==> src/rtl/fir_mac_sched.sv <==
// ---------------------------------------------------------------------------
// fir_mac_sched
// Control sequencer for a two-channel FIR filter sharing one MAC. A requesting
// channel is granted round-robin, its sample is shifted in (ack), the MAC is
// cleared, NTAPS taps are accumulated, the pipeline drains for DRAIN cycles and
// a one-cycle out_valid marks the finished sum for out_ch.
//
// Parameters:
//   NTAPS  taps per output sample (2..31)
//   DRAIN  MAC pipeline depth in cycles (>= 1)
//
// Ports:
//   clk        single clock, rising edge
//   rst        asynchronous active-low reset
//   req[1:0]   per-channel sample-ready request
//   ack[1:0]   one-hot single-cycle grant (registered)
//   ch_sel     channel currently owning the MAC
//   tap_addr   tap index for the data/coefficient muxes
//   mac_en     accumulate enable (registered)
//   acc_clr    accumulator/multiplier clear (registered)
//   out_valid  final-sum strobe (registered)
//   out_ch     channel tag for out_valid
//   busy       high in every state except IDLE
//
// Optional feature, enabled by defining SCHED_STATS_EN:
//   stat_clr   synchronous clear of busy_cnt (wins over increment)
//   busy_cnt   saturating count of busy cycles
//
// tap_addr returns to 0 in DONE, so it is already 0 for the following IDLE.
// ---------------------------------------------------------------------------
module fir_mac_sched #(
  parameter int NTAPS = 21,
  parameter int DRAIN = 2
) (
  input  logic        clk,
  input  logic        rst,
  input  logic [1:0]  req,
  output logic [1:0]  ack,
  output logic        ch_sel,
  output logic [4:0]  tap_addr,
  output logic        mac_en,
  output logic        acc_clr,
  output logic        out_valid,
  output logic        out_ch,
  output logic        busy
`ifdef SCHED_STATS_EN
  ,
  input  logic        stat_clr,
  output logic [15:0] busy_cnt
`endif
);

  localparam int DW = (DRAIN > 1) ? $clog2(DRAIN) : 1;
  localparam logic [4:0]    TAP_LAST   = 5'(NTAPS - 1);
  localparam logic [DW-1:0] DRAIN_LAST = DW'(DRAIN - 1);

  typedef enum logic [2:0] {IDLE, LOAD, RUN, FLUSH, DONE} state_t;

  state_t          state_q, state_d;
  logic            ch_sel_q, ch_sel_d;
  logic            last_q, last_d;
  logic [4:0]      tap_q, tap_d;
  logic [DW-1:0]   drain_q, drain_d;
  logic [1:0]      ack_q, ack_d;
  logic            mac_en_q, mac_en_d;
  logic            acc_clr_q, acc_clr_d;
  logic            out_valid_q, out_valid_d;
  logic            out_ch_q, out_ch_d;

  // State and registered outputs. last_q resets to 1 so ch0 wins the first tie.
  always_ff @(posedge clk or negedge rst) begin
    if (!rst) begin
      state_q     <= IDLE;
      ch_sel_q    <= 1'b0;
      last_q      <= 1'b1;
      tap_q       <= 5'd0;
      drain_q     <= '0;
      ack_q       <= 2'b00;
      mac_en_q    <= 1'b0;
      acc_clr_q   <= 1'b0;
      out_valid_q <= 1'b0;
      out_ch_q    <= 1'b0;
    end else begin
      state_q     <= state_d;
      ch_sel_q    <= ch_sel_d;
      last_q      <= last_d;
      tap_q       <= tap_d;
      drain_q     <= drain_d;
      ack_q       <= ack_d;
      mac_en_q    <= mac_en_d;
      acc_clr_q   <= acc_clr_d;
      out_valid_q <= out_valid_d;
      out_ch_q    <= out_ch_d;
    end
  end

  // Next-state logic, arbitration and tap/drain sequencing.
  always_comb begin
    state_d  = state_q;
    ch_sel_d = ch_sel_q;
    last_d   = last_q;
    tap_d    = tap_q;
    drain_d  = drain_q;
    case (state_q)
      IDLE: begin
        tap_d = 5'd0;
        if (req != 2'b00) begin
          state_d = LOAD;
          // On a tie the channel not granted last wins; otherwise the lone requester.
          ch_sel_d = (req == 2'b11) ? ~last_q : req[1];
        end
      end
      LOAD: begin
        state_d = RUN;
        tap_d   = 5'd0;
      end
      RUN: begin
        if (tap_q == TAP_LAST) begin
          state_d = FLUSH;
          drain_d = '0;
        end else begin
          tap_d = tap_q + 5'd1;
        end
      end
      FLUSH: begin
        if (drain_q == DRAIN_LAST) begin
          state_d = DONE;
          tap_d   = 5'd0;
        end else begin
          drain_d = drain_q + DW'(1);
        end
      end
      DONE: begin
        state_d = IDLE;
        last_d  = ch_sel_q;
      end
      default: state_d = IDLE;
    endcase
  end

  // Outputs are decoded from the next state so they register in step with it.
  always_comb begin
    ack_d       = 2'b00;
    acc_clr_d   = 1'b0;
    mac_en_d    = 1'b0;
    out_valid_d = 1'b0;
    out_ch_d    = out_ch_q;
    case (state_d)
      LOAD: begin
        ack_d     = ch_sel_d ? 2'b10 : 2'b01;
        acc_clr_d = 1'b1;
      end
      RUN:  mac_en_d = 1'b1;
      DONE: begin
        out_valid_d = 1'b1;
        out_ch_d    = ch_sel_q;
      end
      default: ;
    endcase
  end

  assign ack       = ack_q;
  assign ch_sel    = ch_sel_q;
  assign tap_addr  = tap_q;
  assign mac_en    = mac_en_q;
  assign acc_clr   = acc_clr_q;
  assign out_valid = out_valid_q;
  assign out_ch    = out_ch_q;
  assign busy      = (state_q != IDLE);

`ifdef SCHED_STATS_EN
  logic [15:0] busy_cnt_q, busy_cnt_d;

  // Saturating busy-cycle counter; a clear request overrides counting.
  always_comb begin
    busy_cnt_d = busy_cnt_q;
    if (stat_clr)
      busy_cnt_d = 16'd0;
    else if (busy && (busy_cnt_q != 16'hFFFF))
      busy_cnt_d = busy_cnt_q + 16'd1;
  end

  always_ff @(posedge clk or negedge rst) begin
    if (!rst) busy_cnt_q <= 16'd0;
    else      busy_cnt_q <= busy_cnt_d;
  end

  assign busy_cnt = busy_cnt_q;
`endif

endmodule
==> config.mk <==
export PLATFORM = sky130hd
export DESIGN_NAME = fir_mac_sched
export DESIGN_NICKNAME = d
export VERILOG_FILES = /design/src/rtl/fir_mac_sched.sv
export SDC_FILE = /design/constraint.sdc
export NUM_CORES = 1
export LEC_CHECK = 0
export ABC_AREA = 1
export BUFFER_PORTS_ARGS = -buffer_cell sky130_fd_sc_hd__buf_2
export CAP_MARGIN = 20
export CORE_AREA = 2 2 43 45
export CTS_CLUSTER_DIAMETER = 50
export DETAILED_ROUTE_END_ITERATION = 16
export DIE_AREA = 0 0 45 47
export PLACE_DENSITY = 0.82
export SETUP_SLACK_MARGIN = 0.3
export SYNTH_ARGS = -nofsm -noshare
export SYNTH_HDL_FRONTEND = slang
export SYNTH_SLANG_ARGS = --single-unit
==> constraint.sdc <==
create_clock -name clk -period 1.4 [get_ports clk]
set_input_delay 0.07 -clock clk [delete_from_list [all_inputs] [get_ports clk]]
set_output_delay 0.07 -clock clk [all_outputs]
set_load 0.02 [all_outputs]
# After elaboration in Yosys (flattened, before gate mapping)

Cells that the tools add are included.

Register bits after elaboration: 17
Input port bits: 4
Output and inout port bits: 13
Word-level logic and storage cells: 51

Add/subtract/negate cells: 2
Equal/unequal tests: 12
Muxes and demuxes: 18
Bitwise logic cells: 1
Reduce and logical (&&, ||, !) cells: 8

Operators with widths:

| kind                  | count |
|---|---|
| $pmux W5 S3           | 1 |
| $pmux W3 S4           | 1 |
| $mux W5               | 2 |
| $eq A3 B2 Y1 const B  | 3 |
| $mux W3               | 3 |
| $mux W1               | 8 |
| $eq A3 B1 Y1 const B  | 2 |
| $eq A3 B3 Y1 const B  | 2 |
| $ne A2 B2 Y1 const B  | 3 |
| $reduce_bool A3 Y1    | 2 |
| $add A5 B1 Y5 const B | 1 |
| $eq A5 B5 Y1 const B  | 1 |
| $mux W2               | 2 |
| $reduce_bool A2 Y1    | 2 |
| $logic_not A3 Y1      | 1 |
| $reduce_and A3 Y1     | 1 |
| $eq A2 B2 Y1 const B  | 1 |
| $pmux W1 S2           | 1 |
| $reduce_and A2 Y1     | 1 |
| $reduce_or A2 Y1      | 1 |
| $add A1 B1 Y1 const B | 1 |
| $not A1 Y1            | 1 |

# Logic depth before layout (Yosys ltp)

Depth after elaboration: 6
Depth in mapped cells: 8
Gate-level depth less buffers: 8

# Least setup slack after synthesis

OpenSTA, ideal clock, no wires.

Kind: register to register
From: register tap_q[0] (netlist: tap_addr[0])
To: register tap_q[0] (netlist: tap_addr[0])
Library setup time: 121 ps
Data arrival time: 1,205 ps
Required time: 1,279 ps
Setup slack: 74 ps
Cell stages (with the launch flop): 9
Path buffers: 0
Clock period less this slack: 1,326 ps
Cells stage by stage: dfrtp_1 -> inv_1 -> ha_1 -> nand2_1 -> nor2_1 -> nand2_2 -> nand3_4 -> nand2_1 -> o21ai_1

Word-level cells in the longest chain between the ends: 3
Elaborated cells between the ends (all ways): 6
Classes of those cells: add/sub (1); eq/ne (2); mux (2); reduce/logical (1)

RTL lines:

| what                                             | RTL line | source |
|---|---|---|
| start, declared                                  | 62       | `logic [4:0] tap_q, tap_d;` |
| start signal, assigned                           | 87       | `tap_q <= tap_d;` |
| $add A5 B1 Y5 or $eq A5 B5 Y1 (tied branches)    | 122, 118 |  |
| $mux W5 or $ne A2 B2 Y1 (tied branches)          | n/a      |  |
| $pmux W5 S3 or $reduce_and A3 Y1 (tied branches) | n/a      |  |

Parallel ways exist; a longest one is shown, timed or not. The select of a mux whose other input is x is not followed.
A chain may end at the register's enable or synchronous reset.

# Final worst setup path

From: register state_q[0]
To: output port busy

Word-level cells in the longest chain between the ends: 1

RTL lines:

| what                   | RTL line | source |
|---|---|---|
| start, declared        | 59       | `state_t state_q, state_d;` |
| start signal, assigned | 84       | `state_q <= state_d;` |
| $reduce_bool A3 Y1     | 169      | `assign busy = (state_q != IDLE);` |
| end, declared          | 45       | `output logic busy` |

Every way passes these cells.

==> metrics <==
CP top delay family=flip-flops; Sum Neg Setup Slack=0 ns; post-synth net total=a little over 90; CP max FO=4; Setup crit end kind=output pin; Antenna Nets Post-Route=0; Die X-Extent=roughly 45 µm; Final Skew=about 0.0013 ns; Clock Path Buffers=2; Final #Nets=between 100 and 150; IO Pins=17; most common cell in the netlist=nand2_1; Fmax achieved=~820 MHz; Leakage=~0.00054 µW; Die ar.=between 2000 and 2500 µm²; post-DR wirelength/cell=around 13 µm; Slew @ Worst Pin=~0.37 ns; worst vdd ir=0.00117 V; startpoint type of the worst setup path=flip-flop; Clk pin slew, worst setup/hold paths=~0.09 ns; number of H-tree levels=1; Period minus WS final=about 1.2 ns; WP data arrival=1.14 ns; drt drc=0; Mapped Area=a little over 800 µm²; Initial DRC Count=22; Rel. slew slack=about three quarters; FF+latch count, synth=17; Worst path max stage delay=0.44 ns; top cell type's share of synthesized area=between 40% and 50%; CP Data Required Time=roughly 1.3 ns; placed instance area=between 900 and 1000 µm²; initial core utilization=around 49%; Most used DFF post-synth=dfrtp_1; Vias=slightly above 700; dpl cells=roughly 120; DIE HEIGHT=about 47 µm; Post-synth EDFFs=0; initial antenna violation count=0; Yosys top cell by area=dfrtp_1; final cell count without fillers=around 130; drt total wl=roughly 1700 µm; NetSw=around 970 µW; Post-Syn Area per Cell=between 9 and 10 µm²; final setup violation count=0; Synth top cells by count=22 x nand2_1, 16 x dfrtp_1, 8 x inv_1, 6 x nor2_1, 6 x o21ai_1; combinational share of power=a little over half; pin count of the biggest net entering global routing=18; CTS sink count=17; TritonCTS clock tree=yes; vias per cell=between 5 and 6; worst skew pair latency=0.29 ns; clock share of power=~11%; Filler Cells Inserted=around 140; crit path cell chain=nor2_4 -> nand2_4 -> buf_6; Slew Viols, Final=0; total track usage=a little under a fifth; n_diodes=0; Final Hold Fails=0; switching part of the total=42.4%; dpl hpwl=roughly 1100 µm; FFs w/ async S/R, synth=between 90% and 100%; row cnt=15; top cells by area, synth=dfrtp_1 49%, nand2_1 10%, nand3_4 4.3%; Seq pwr share=35.5%; min-delay worst type=primary input to flip-flop; RSZ-0062 raised after global routing=true; Netlist cell types=24; P per Cell Area=between 2000 and 2500 nW/µm²; overall power=~2300 µW; clk root buf=clkbuf_4; Synthesis Warnings=0; Gate Count Post-Synth=86; vias in the first global route=between 600 and 700; period utilisation layout=86.6%; TritonCTS buffer count=3; router iterations before antenna repair=4; post-synthesis sequential area ratio=approximately 53%; Core ar.=1650 µm²; CP max-delay cell=dfrtp_1; status=complete, no violations; # port buffers=16; Finished Cell Area=around 1100 µm²; Area Overhead vs Synth=32.6%; Int Pwr=approximately 1300 µW; first-pass GRT wire length=about 2700 µm; # Max-Cap Violations=0; gr ovfl total=0; crit path buf inv count=1; layout cell share with drive strength beyond 1=a little under 50%; critical path class=flip-flop to output pin; gp weighted congestion=roughly 0.8
[power groups by stage]
| stage | Combinational (µW) | Sequential [µW] | Clock (µW) |
|---|---|---|---|
| detailed placement | 909 | 815 | 0 |
| global route | 1340 | 828 | 287 |
| floorplan | 530 | 942 | 0 |
| global placement | 883 | 801 | 0 |
| finish | 1220 | 811 | 256 |
| CTS | 1030 | 804 | 259 |
[path summary, 6_finish.rpt]
path	start	to	slack, ns	cells past startpoint
min reg2reg	out_ch	out_ch	0.50	1
max	state_q[0]	busy	0.19	3
max in group asynchronous	rst	last_q	0.86	2
max reg2reg	state_q[0]	tap_addr[0]	0.20	7
min in group asynchronous	rst	tap_addr[0]	0.22	2
min	req[1]	ack[1]	0.07	3
[cells in the final DEF (no fill, tap or decap), drive strengths merged]
master / synthesis / routed
clkbuf: 0 / 4
buf: 1 / 25
ha: 2 / 2
o22ai: 1 / 1
o21a: 1 / 1
inv: 10 / 10
dfrtp: 16 / 16
a31oi: 1 / 1
nand3: 7 / 8
or2: 1 / 1
a21oi: 1 / 1
clkinv: 1 / 1
nand2: 24 / 24
o21ai: 6 / 6
dlygate4sd3: 0 / 1
nor2: 11 / 11
nand4: 2 / 2
dfstp: 1 / 1
[through the flow]
step	utilization (%)	setup slack (ns)	hold slack [ns]
floorplan	-	0.198	-0.226
global placement	55.9	0.215	-0.000462
detailed placement	55.9	0.180	0.00795
CTS	61.4	0.177	0.0684
global route	65.0	0.100	0.0687
finish	65.0	0.187	0.0695
[layer usage]
metal,routed length (µm),GRT usage (%)
met1,679,22.2
met5,0,0
met4,49,8.82
met2,859,31.4
met3,74,3.46
[sequential cells by signal (all words and copies together), names as in the netlist]
| name | cells |
|---|---|
| last_q | 1 |
| tap_addr | 5 |
| drain_q | 1 |
| ack | 2 |
| out_ch | 1 |
| mac_en | 1 |
| out_valid | 1 |
| state_q | 3 |
| ch_sel | 1 |
| acc_clr | 1 |
[tightest hold or removal path, delay by kind of cell]
| family | cells | cell delay [ns] |
|---|---|---|
| AND/OR/NAND/NOR | 2 | 0.15 |
| buffers and inverters | 1 | 0.11 |
[kinds of logic (layout without fill, tap and decap cells)]
kind of cell	after synthesis	after routing	synth area share, %
adders and majority gates	2	2	3.09
and+or+nand+nor	45	46	30.6
buffers and inverters	12	41	6.03
DFF	17	17	52.7
AOI/OAI and AO/OA	10	10	7.57
[final cells by class]
| type | count | area (µm²) | share of cell area (%) |
|---|---|---|---|
| clock buffers | 4 | 26.3 | 2.45 |
| repair buffers | 26 | 176 | 16.4 |
| multi-input cells | 58 | 374 | 34.8 |
| inverters | 11 | 43.8 | 4.08 |
| well taps | 17 | 21.3 | 1.98 |
| flip-flops and latches | 17 | 432 | 40.2 |
[repair_timing]
action	CTS	global route
setup endpoints to repair	11	16
pin swaps	3	9
gates resized for setup	2	11
hold buffers	1	0
buffers inserted	5	4
endpoints found under the hold margin	17	0
gates cloned	1	0
No activity file was read; power rests on OpenSTA's default activity.
